## src/rtl/fp16_pkg.sv

```systemverilog
// rtl/fp16_pkg.sv - shared FP16 width, arbiter FSM states and index-width helper
package fp16_pkg;

    localparam int FP16_W = 16;

    typedef enum logic [1:0] {
        ST_IDLE = 2'd0,
        ST_MULT = 2'd1,
        ST_RESP = 2'd2
    } state_t;

    // A single requester still needs one index bit.
    function automatic int idx_w(input int n);
        return (n <= 2) ? 1 : $clog2(n);
    endfunction

endpackage

```

## src/rtl/rr_arbiter.sv

```systemverilog
// rtl/rr_arbiter.sv - combinational round-robin pick starting at rr_ptr
module rr_arbiter
    import fp16_pkg::*;
#(
    parameter int NUM_REQ = 4,
    parameter int IDX_W   = idx_w(NUM_REQ)
) (
    input  logic [NUM_REQ-1:0] req_valid,
    input  logic [IDX_W-1:0]   rr_ptr,
    output logic [NUM_REQ-1:0] grant,
    output logic [IDX_W-1:0]   grant_idx
);

    logic           found;
    int             cand;
    logic [IDX_W-1:0] cand_idx;

    always_comb begin
        found     = 1'b0;
        cand      = 0;
        cand_idx  = '0;
        grant_idx = '0;
        for (int off = 0; off < NUM_REQ; off++) begin
            cand     = (int'(rr_ptr) + off) % NUM_REQ;
            cand_idx = IDX_W'(cand);
            if (!found && req_valid[cand_idx]) begin
                found     = 1'b1;
                grant_idx = cand_idx;
            end
        end
        grant = found ? (NUM_REQ'(1) << grant_idx) : '0;
    end

endmodule

```

## src/rtl/fp16_mult_arbiter.sv

```systemverilog
// rtl/fp16_mult_arbiter.sv - round-robin sharing of one FP16 multiplier across MAC lanes
module fp16_mult_arbiter
    import fp16_pkg::*;
#(
    parameter int NUM_REQ = 4,
    parameter int W       = FP16_W,
    parameter int CNT_W   = 16
) (
    input  logic                 clk,
    input  logic                 reset,
    input  logic [NUM_REQ-1:0]   req_valid,
    input  logic [NUM_REQ*W-1:0] req_a,
    input  logic [NUM_REQ*W-1:0] req_b,
    output logic [NUM_REQ-1:0]   req_ready,
    output logic [W-1:0]         mult_a,
    output logic [W-1:0]         mult_b,
    input  logic [W-1:0]         mult_p,
    output logic [NUM_REQ-1:0]   rsp_valid,
    output logic [W-1:0]         rsp_data,
    input  logic [NUM_REQ-1:0]   rsp_ready,
    output logic                 busy,
    output logic [CNT_W-1:0]     op_count
);

    localparam int IDX_W = idx_w(NUM_REQ);

    state_t             state_q, state_d;
    logic [IDX_W-1:0]   rr_ptr;
    logic [IDX_W-1:0]   owner;
    logic [IDX_W-1:0]   grant_idx;
    logic [IDX_W-1:0]   next_ptr;
    logic [NUM_REQ-1:0] grant;
    logic [CNT_W-1:0]   cnt_q;
    logic               accept;
    logic               complete;

    rr_arbiter #(
        .NUM_REQ (NUM_REQ),
        .IDX_W   (IDX_W)
    ) u_arb (
        .req_valid (req_valid),
        .rr_ptr    (rr_ptr),
        .grant     (grant),
        .grant_idx (grant_idx)
    );

    assign accept   = (state_q == ST_IDLE) && (|req_valid);
    assign complete = (state_q == ST_RESP) && rsp_ready[owner];
    assign next_ptr = (grant_idx == IDX_W'(NUM_REQ - 1)) ? '0 : grant_idx + 1'b1;
    assign busy     = (state_q != ST_IDLE);
    assign op_count = cnt_q;

    always_comb begin
        state_d   = state_q;
        req_ready = '0;
        rsp_valid = '0;
        case (state_q)
            ST_IDLE: begin
                // Grant is masked during reset so every output reads zero at once.
                if (!reset) req_ready = grant;
                if (accept) state_d = ST_MULT;
            end
            ST_MULT: state_d = ST_RESP;
            ST_RESP: begin
                rsp_valid[owner] = 1'b1;
                if (complete) state_d = ST_IDLE;
            end
            default: state_d = ST_IDLE;
        endcase
    end

    always_ff @(posedge clk or posedge reset) begin
        if (reset) begin
            state_q  <= ST_IDLE;
            rr_ptr   <= '0;
            owner    <= '0;
            mult_a   <= '0;
            mult_b   <= '0;
            rsp_data <= '0;
            cnt_q    <= '0;
        end else begin
            state_q <= state_d;
            if (accept) begin
                mult_a <= req_a[grant_idx*W +: W];
                mult_b <= req_b[grant_idx*W +: W];
                owner  <= grant_idx;
                rr_ptr <= next_ptr;
            end
            // The shared multiplier settles within the MULT cycle.
            if (state_q == ST_MULT) rsp_data <= mult_p;
            if (complete) cnt_q <= cnt_q + 1'b1;
        end
    end

endmodule

```

## config.mk

```make
export PLATFORM = sky130hd
export DESIGN_NAME = fp16_mult_arbiter
export DESIGN_NICKNAME = d
export VERILOG_FILES = /design/src/rtl/fp16_pkg.sv /design/src/rtl/rr_arbiter.sv /design/src/rtl/fp16_mult_arbiter.sv
export SDC_FILE = /design/constraint.sdc
export NUM_CORES = 1
export LEC_CHECK = 0
export BUFFER_PORTS_ARGS = -buffer_cell sky130_fd_sc_hd__buf_2
export CELL_PAD_IN_SITES_DETAIL_PLACEMENT = 1
export CELL_PAD_IN_SITES_GLOBAL_PLACEMENT = 1
export CORE_MARGIN = 5
export CORE_UTILIZATION = 30
export DETAILED_ROUTE_END_ITERATION = 10
export PLACE_DENSITY_LB_ADDON = 0.1
export SLEW_MARGIN = 10
export SYNTH_ARGS = -nofsm -noshare
export SYNTH_HDL_FRONTEND = slang
export SYNTH_SLANG_ARGS = --single-unit
```

## constraint.sdc

```tcl
create_clock -name clk -period 3.5 [get_ports clk]
set_clock_uncertainty 0.15 [all_clocks]
set_input_delay 0.875 -clock clk [delete_from_list [all_inputs] [get_ports clk]]
set_output_delay 0.875 -clock clk [all_outputs]
set_load 0.01 [all_outputs]
```

### Yosys cells after proc, flatten, opt, wreduce, memory -nomap -nowiden

Cells that the tools add are included.

| word-level totals | value |
|---|---|
| register bits | 70 |
| input port bits | 154 |
| output and inout port bits | 73 |
| logic and storage cells | 67 |

| operators by class | value |
|---|---|
| add/sub/neg operators | 5 |
| magnitude comparators | 6 |
| equality and inequality tests | 5 |
| shift operators | 3 |
| multiplexer cells | 28 |
| reductions and logical operators | 13 |

Operators with widths:

| operator | number |
|---|---|
| $shiftx 64x7->16 | 2 |
| $add 16x1->16 const B | 1 |
| $mux 4 | 4 |
| $lt 2x3->1 const B | 5 |
| $mux 2 | 7 |
| $bmux 1 s2 | 5 |
| $mux 1 | 10 |
| $logic_and 1x1->1 | 6 |
| $pmux 2 s3 | 1 |
| $add 2x1->2 const B | 2 |
| $add 2x2->2 const B | 2 |
| $eq 2x2->1 const B | 2 |
| $ne 2x2->1 const B | 2 |
| $reduce_or 4->1 | 1 |
| $shl 1x2->4 const A | 1 |
| $logic_not 1->1 | 3 |
| $demux 1 s2 | 1 |
| $eq 2x1->1 const B | 1 |
| $ge 2x1->1 const B | 1 |
| $logic_not 2->1 | 1 |
| $reduce_and 2->1 | 1 |
| $reduce_bool 2->1 | 1 |

### Depth between registers and ports, before layout

| depth | value |
|---|---|
| depth after elaboration | 16 |
| mapped depth | 8 |
| gate-level depth less buffers | 7 |

### Modules after synthesis

From an unflattened synthesis, not the netlist that was laid out.

| second synthesis, totals | value |
|---|---|
| cells, all modules | 273 |
| area, all modules | 3833.7 um^2 |

Modules (own cells, without submodules):

| module | times used | cells each | area each (um^2) | sequential area each (um^2) |
|---|---|---|---|---|
| fp16_mult_arbiter | 1 | 242 | 3636.0 | 1751.7 |
| rr_arbiter | 1 | 31 | 197.7 | 0.0 |

### Worst setup path after synthesis

OpenSTA, ideal clock, no wires.

| timing path | value |
|---|---|
| path type | input to output |
| start point | input reset |
| end point | output req_ready[2] |
| arrival | 2.812 ns |
| data required time | 2.475 ns |
| path slack | -0.337 ns |
| cell stages on the path | 2 |
| path buffers | 0 |
| cell sequence | inv_1 and4_1 |

| between the ends | value |
|---|---|
| word-level cells in the longest chain between the ends | 2 |

RTL lines:

| element | line | RTL |
|---|---|---|
| start: declaration | fp16_mult_arbiter.sv:10 | `input logic reset,` |
| $mux 4 | fp16_mult_arbiter.sv:60 | `if (!reset) req_ready = grant;` |
| $mux 4 | fp16_mult_arbiter.sv:57 | `case (state_q)` |
| end: declaration | fp16_mult_arbiter.sv:14 | `output logic [NUM_REQ-1:0] req_ready,` |

Every way passes these cells.

### Worst setup path in the final report

| timing path | value |
|---|---|
| start point | input req_valid[2] |
| end point | output req_ready[3] |

| between the ends | value |
|---|---|
| word-level cells in the longest chain between the ends | 16 |
| elaborated cells on any way between the ends | 26 |

RTL lines:

| element | line | RTL |
|---|---|---|
| start: declaration | fp16_mult_arbiter.sv:11 | `input logic [NUM_REQ-1:0] req_valid,` |
| $bmux 1 s2 | rr_arbiter.sv:26 | `if (!found && req_valid[cand_idx]) begin` |
| $mux 1 (not written as such) | rr_arbiter.sv:26 |  |
| $mux 1 | rr_arbiter.sv:26 |  |
| $logic_not 1->1 | rr_arbiter.sv:26 |  |
| $logic_and 1x1->1 | rr_arbiter.sv:26 |  |
| $mux 1 | rr_arbiter.sv:26 |  |
| $logic_not 1->1 | rr_arbiter.sv:26 |  |
| $logic_and 1x1->1 | rr_arbiter.sv:26 |  |
| $mux 1 | rr_arbiter.sv:26 |  |
| $logic_not 1->1 | rr_arbiter.sv:26 |  |
| $logic_and 1x1->1 | rr_arbiter.sv:26 |  |
| $mux 2 | rr_arbiter.sv:26 |  |
| $shl 1x2->4 | rr_arbiter.sv:31 | `grant = found ? (NUM_REQ'(1) << grant_idx) : '0;` |
| $mux 4 * | rr_arbiter.sv:31 |  |
| $mux 4 * | fp16_mult_arbiter.sv:60 |  |
| $mux 4 * | fp16_mult_arbiter.sv:57 |  |

Mark *: on every way between the ends. The rest lies on a longest branch, timed or not. The select of a mux whose other input is x is not followed.

==> impl_metrics.py <==
metrics = {
    "clock_tree": {
        "cts_setup_buffers": 0,
        "clock_latency_ps": 330,
        "cts.clk_slew.worst_paths_ps": 70,
        "tritoncts_clock_tree": "yes",
        "tritoncts.num_buffers": 9,
        "ctsLongestPathBuffers": 2,
        "cts_max_level": 3,
        "clockRootBuffer": "clkbuf_16",
        "cts_hold_repair.buffers": 0,
        "post_cts_resized": 0,
        "cts.sink_count": 70,
    },
    "setup_path": {
        "critical-path-top-cell-by-count": "buf_2",
        "cpMaxStageDelayCell": "mux2i_1",
        "timing.critical_path.slowest_cell_delay_ps": 190,
        "critPathArrivalTime_ps": 2200,
        "worstSetupEndpointType": "primary output",
        "critical_path.max_fanout": 11,
        "critPathLaunchType": "input pin",
        "cp_cell_sequence": "buf_2, mux2i_1, or2_4, nand3_4, inv_1, ha_1, and3_1, buf_2",
        "setup.worst_path.class": "in2out",
        "critPathRequiredTime_ps": 2470,
    },
    "power": {
        "leakagePower_nw": 2.854,
        "p_switching_mw": 1.811,
        "peakVddDrop_uv": 258.2,
        "power.internal_mw": 2.783,
        "p_per_area_nw_per_um2": 805.6,
        "power.sequential.fraction_pct": 30.2,
        "switching_share_pct": 39.43,
        "p_clk_share_pct": 20.6,
        "comb_pwr_share_pct": 49.2,
    },
    "cells_and_area": {
        "final_cells": 775,
        "final_design_area_no_fill_um2": 5703,
        "filler_instances": 1580,
        "layout.cells.most_common": "buf_2",
        "multi_input_comb_area_um2": 2168,
        "net_count_reported_at_finish": 749,
        "layout.area.seq_um2": 1752,
        "layout.cells.most_common_list": "buf_2, dfrtp_1, a21oi_1, a221o_1, mux2_2",
        "area_overhead_of_the_layout_relative_to_synthesis_pct": 38.41,
        "drive_gt1_share_pct": 53.68,
    },
    "logic_synthesis": {
        "yosys_warnings": 0,
        "post_synthesis_cells": 376,
        "number_of_enable_type_register_cells_in_the_synthesized_netlist": 0,
        "share_of_the_yosys_chip_area_belonging_to_registers_pct": 42.51,
        "syn_avg_cell_area_um2": 10.96,
        "ff_latch_count_synth": 70,
        "post_synth_main_area_contributors": "dfrtp_1, a221o_1, mux2_2",
        "async_flop_share_pct": 100.0,
        "synthesis.nets": 532,
        "yosys.area.top_type_share_pct": 42.51,
        "synth-main-ff-cell": "dfrtp_1",
        "synth.lib_cells_used.distinct": 47,
        "synth.cell_area_um2": 4120,
        "netlist.top_cell.by_area": "dfrtp_1",
    },
    "timing": {
        "clock.fmax_mhz": 310.4,
        "final_critical_path_setup_slack_ps": 278.4,
        "final-setup-viol-count": 0,
        "final-max-slew-violation-count": 0,
        "timing.final.hold_violations": 0,
        "final.min_clock_period_ps": 3222,
        "rsz0062_at_grt": "false",
        "tightest_slew_ps": 1122,
        "slew-limit-headroom_pct": 25.17,
        "fin_setup_tns_ps": 0,
        "worst_hold_slack_ps": 314.6,
        "fin_crit_sh_pct": 92.05,
    },
    "global_routing": {
        "global_route_wire_length_before_repair_um": 23230,
        "grt_pass1_vias": 4375,
        "grt_remaining_overflow": 0,
        "track_usage_pct": 18.04,
        "grt_max_degree": 45,
        "initial_antenna_violation_count": 0,
    },
    "detailed_routing": {
        "wl_per_cell_um": 19.48,
        "drtAntennaViolNets": 0,
        "wirelength_um": 15100,
        "routed-via-count": 3999,
        "detail_route.drc_violations": 0,
        "post_drt_via_cell_ratio": 5.160,
        "detail_route.iter0.violations": 229,
        "dr.pass1.iters": 4,
    },
    "placed_design": {
        "weighted_congestion_reported_at_the_end_of_routability_driven_placement": 0.7868,
        "place.detailed.hpwl_um": 11380,
        "port_buffers": 226,
        "placed_cell_area_um2": 5391,
        "pre_cts_ws_ps": 254.4,
        "dpl.cell_count": 758,
    },
    "floorplanning": {
        "dieArea_um2": 16180,
        "design.core.area_um2": 13350,
        "die_width_um": 127.2,
        "top_level_ports": 227,
        "row_count": 42,
        "effective_utilization_at_floorplan_pct": 30.87,
        "chipHeight_um": 127.2,
    },
    "flow_run": {
        "count_of_max_cap_constraint_violations": 0,
    },
    "worst_hold_path": {
        "timing.hold.worst.class": "reg2reg",
    },
    "run_status": {
        "status": "finished, final reports clean",
    },
}
-- critical path: cells and delay by family --
family | cells | cell delay, ps
simple gates | 3 | 500
mux | 1 | 190
fa+ha+maj | 1 | 190
buf+inv | 3 | 430
-- metal layers --
layer,part of all wire [%],track usage (%)
met5,0,0
met4,0.85,4.858
met3,6.7,4.549
met2,50,31.04
met1,43,22.55
-- power by group through the flow --
stage / sequential, mW / clock, mW / combinational [mW]
floorplan: 1.50 / 0 / 1.41
global placement: 1.38 / 0 / 2.24
detailed placement: 1.40 / 0 / 2.29
CTS: 1.39 / 0.974 / 2.30
global route: 1.43 / 1.01 / 2.45
finish: 1.39 / 0.948 / 2.26
-- sequential cells by signal (all words and copies together) (netlist names) --
name	cells
mult_a	16
rr_ptr	2
rsp_data	16
owner	2
state_q	2
op_count	16
mult_b	16
-- cell usage after synthesis (all sizes together), types with 10 or more instances --
master	number
dfrtp	70
o31ai	22
xnor2	10
a21oi	33
nand4	24
nand3	17
o21ai	13
buf	14
clkbuf	19
nand2	16
nor2	11
a221o	32
mux2	49
-- through the flow --
stage	util, %	power (mW)
after global placement	40.39	3.622
final	42.73	4.594
after detailed placement	40.39	3.691
after floorplan	-	2.907
after global routing	42.71	4.883
after CTS	42.71	4.661
-- cell families after synthesis --
logic type | after synthesis | synth area share (%)
buf+inv | 38 | 5.071
mux | 51 | 16.09
xor+xnor | 15 | 3.188
flops | 70 | 42.51
compound gates | 106 | 18.80
fa+ha+maj | 2 | 0.6073
simple gates | 94 | 13.73
-- area by class of cell --
type                            instances  area share [%]
Clock inverter                          6           1.229
Sequential cell                        70           30.72
Multi-Input combinational cell        268           38.02
Antenna cell                            1         0.04388
Tap cell                              176           3.861
Timing Repair Buffer                  239           21.54
Clock buffer                           10           4.190
Inverter                                5          0.3949
-- path summary, 6_finish.rpt --
| kind | slack (ps) | end | start | cells past startpoint |
|---|---|---|---|---|
| min | 310 | op_count[15] | op_count[15] | 1 |
| min in group asynchronous | 530 | op_count[1] | reset | 3 |
| max reg2reg | 790 | mult_a[11] | rr_ptr[1] | 6 |
| min reg2reg | 310 | op_count[15] | op_count[15] | 1 |
| max in group asynchronous | 2190 | mult_a[6] | reset | 3 |
| max | 280 | req_ready[3] | req_valid[2] | 8 |
Power figures use the tool's default switching activity.
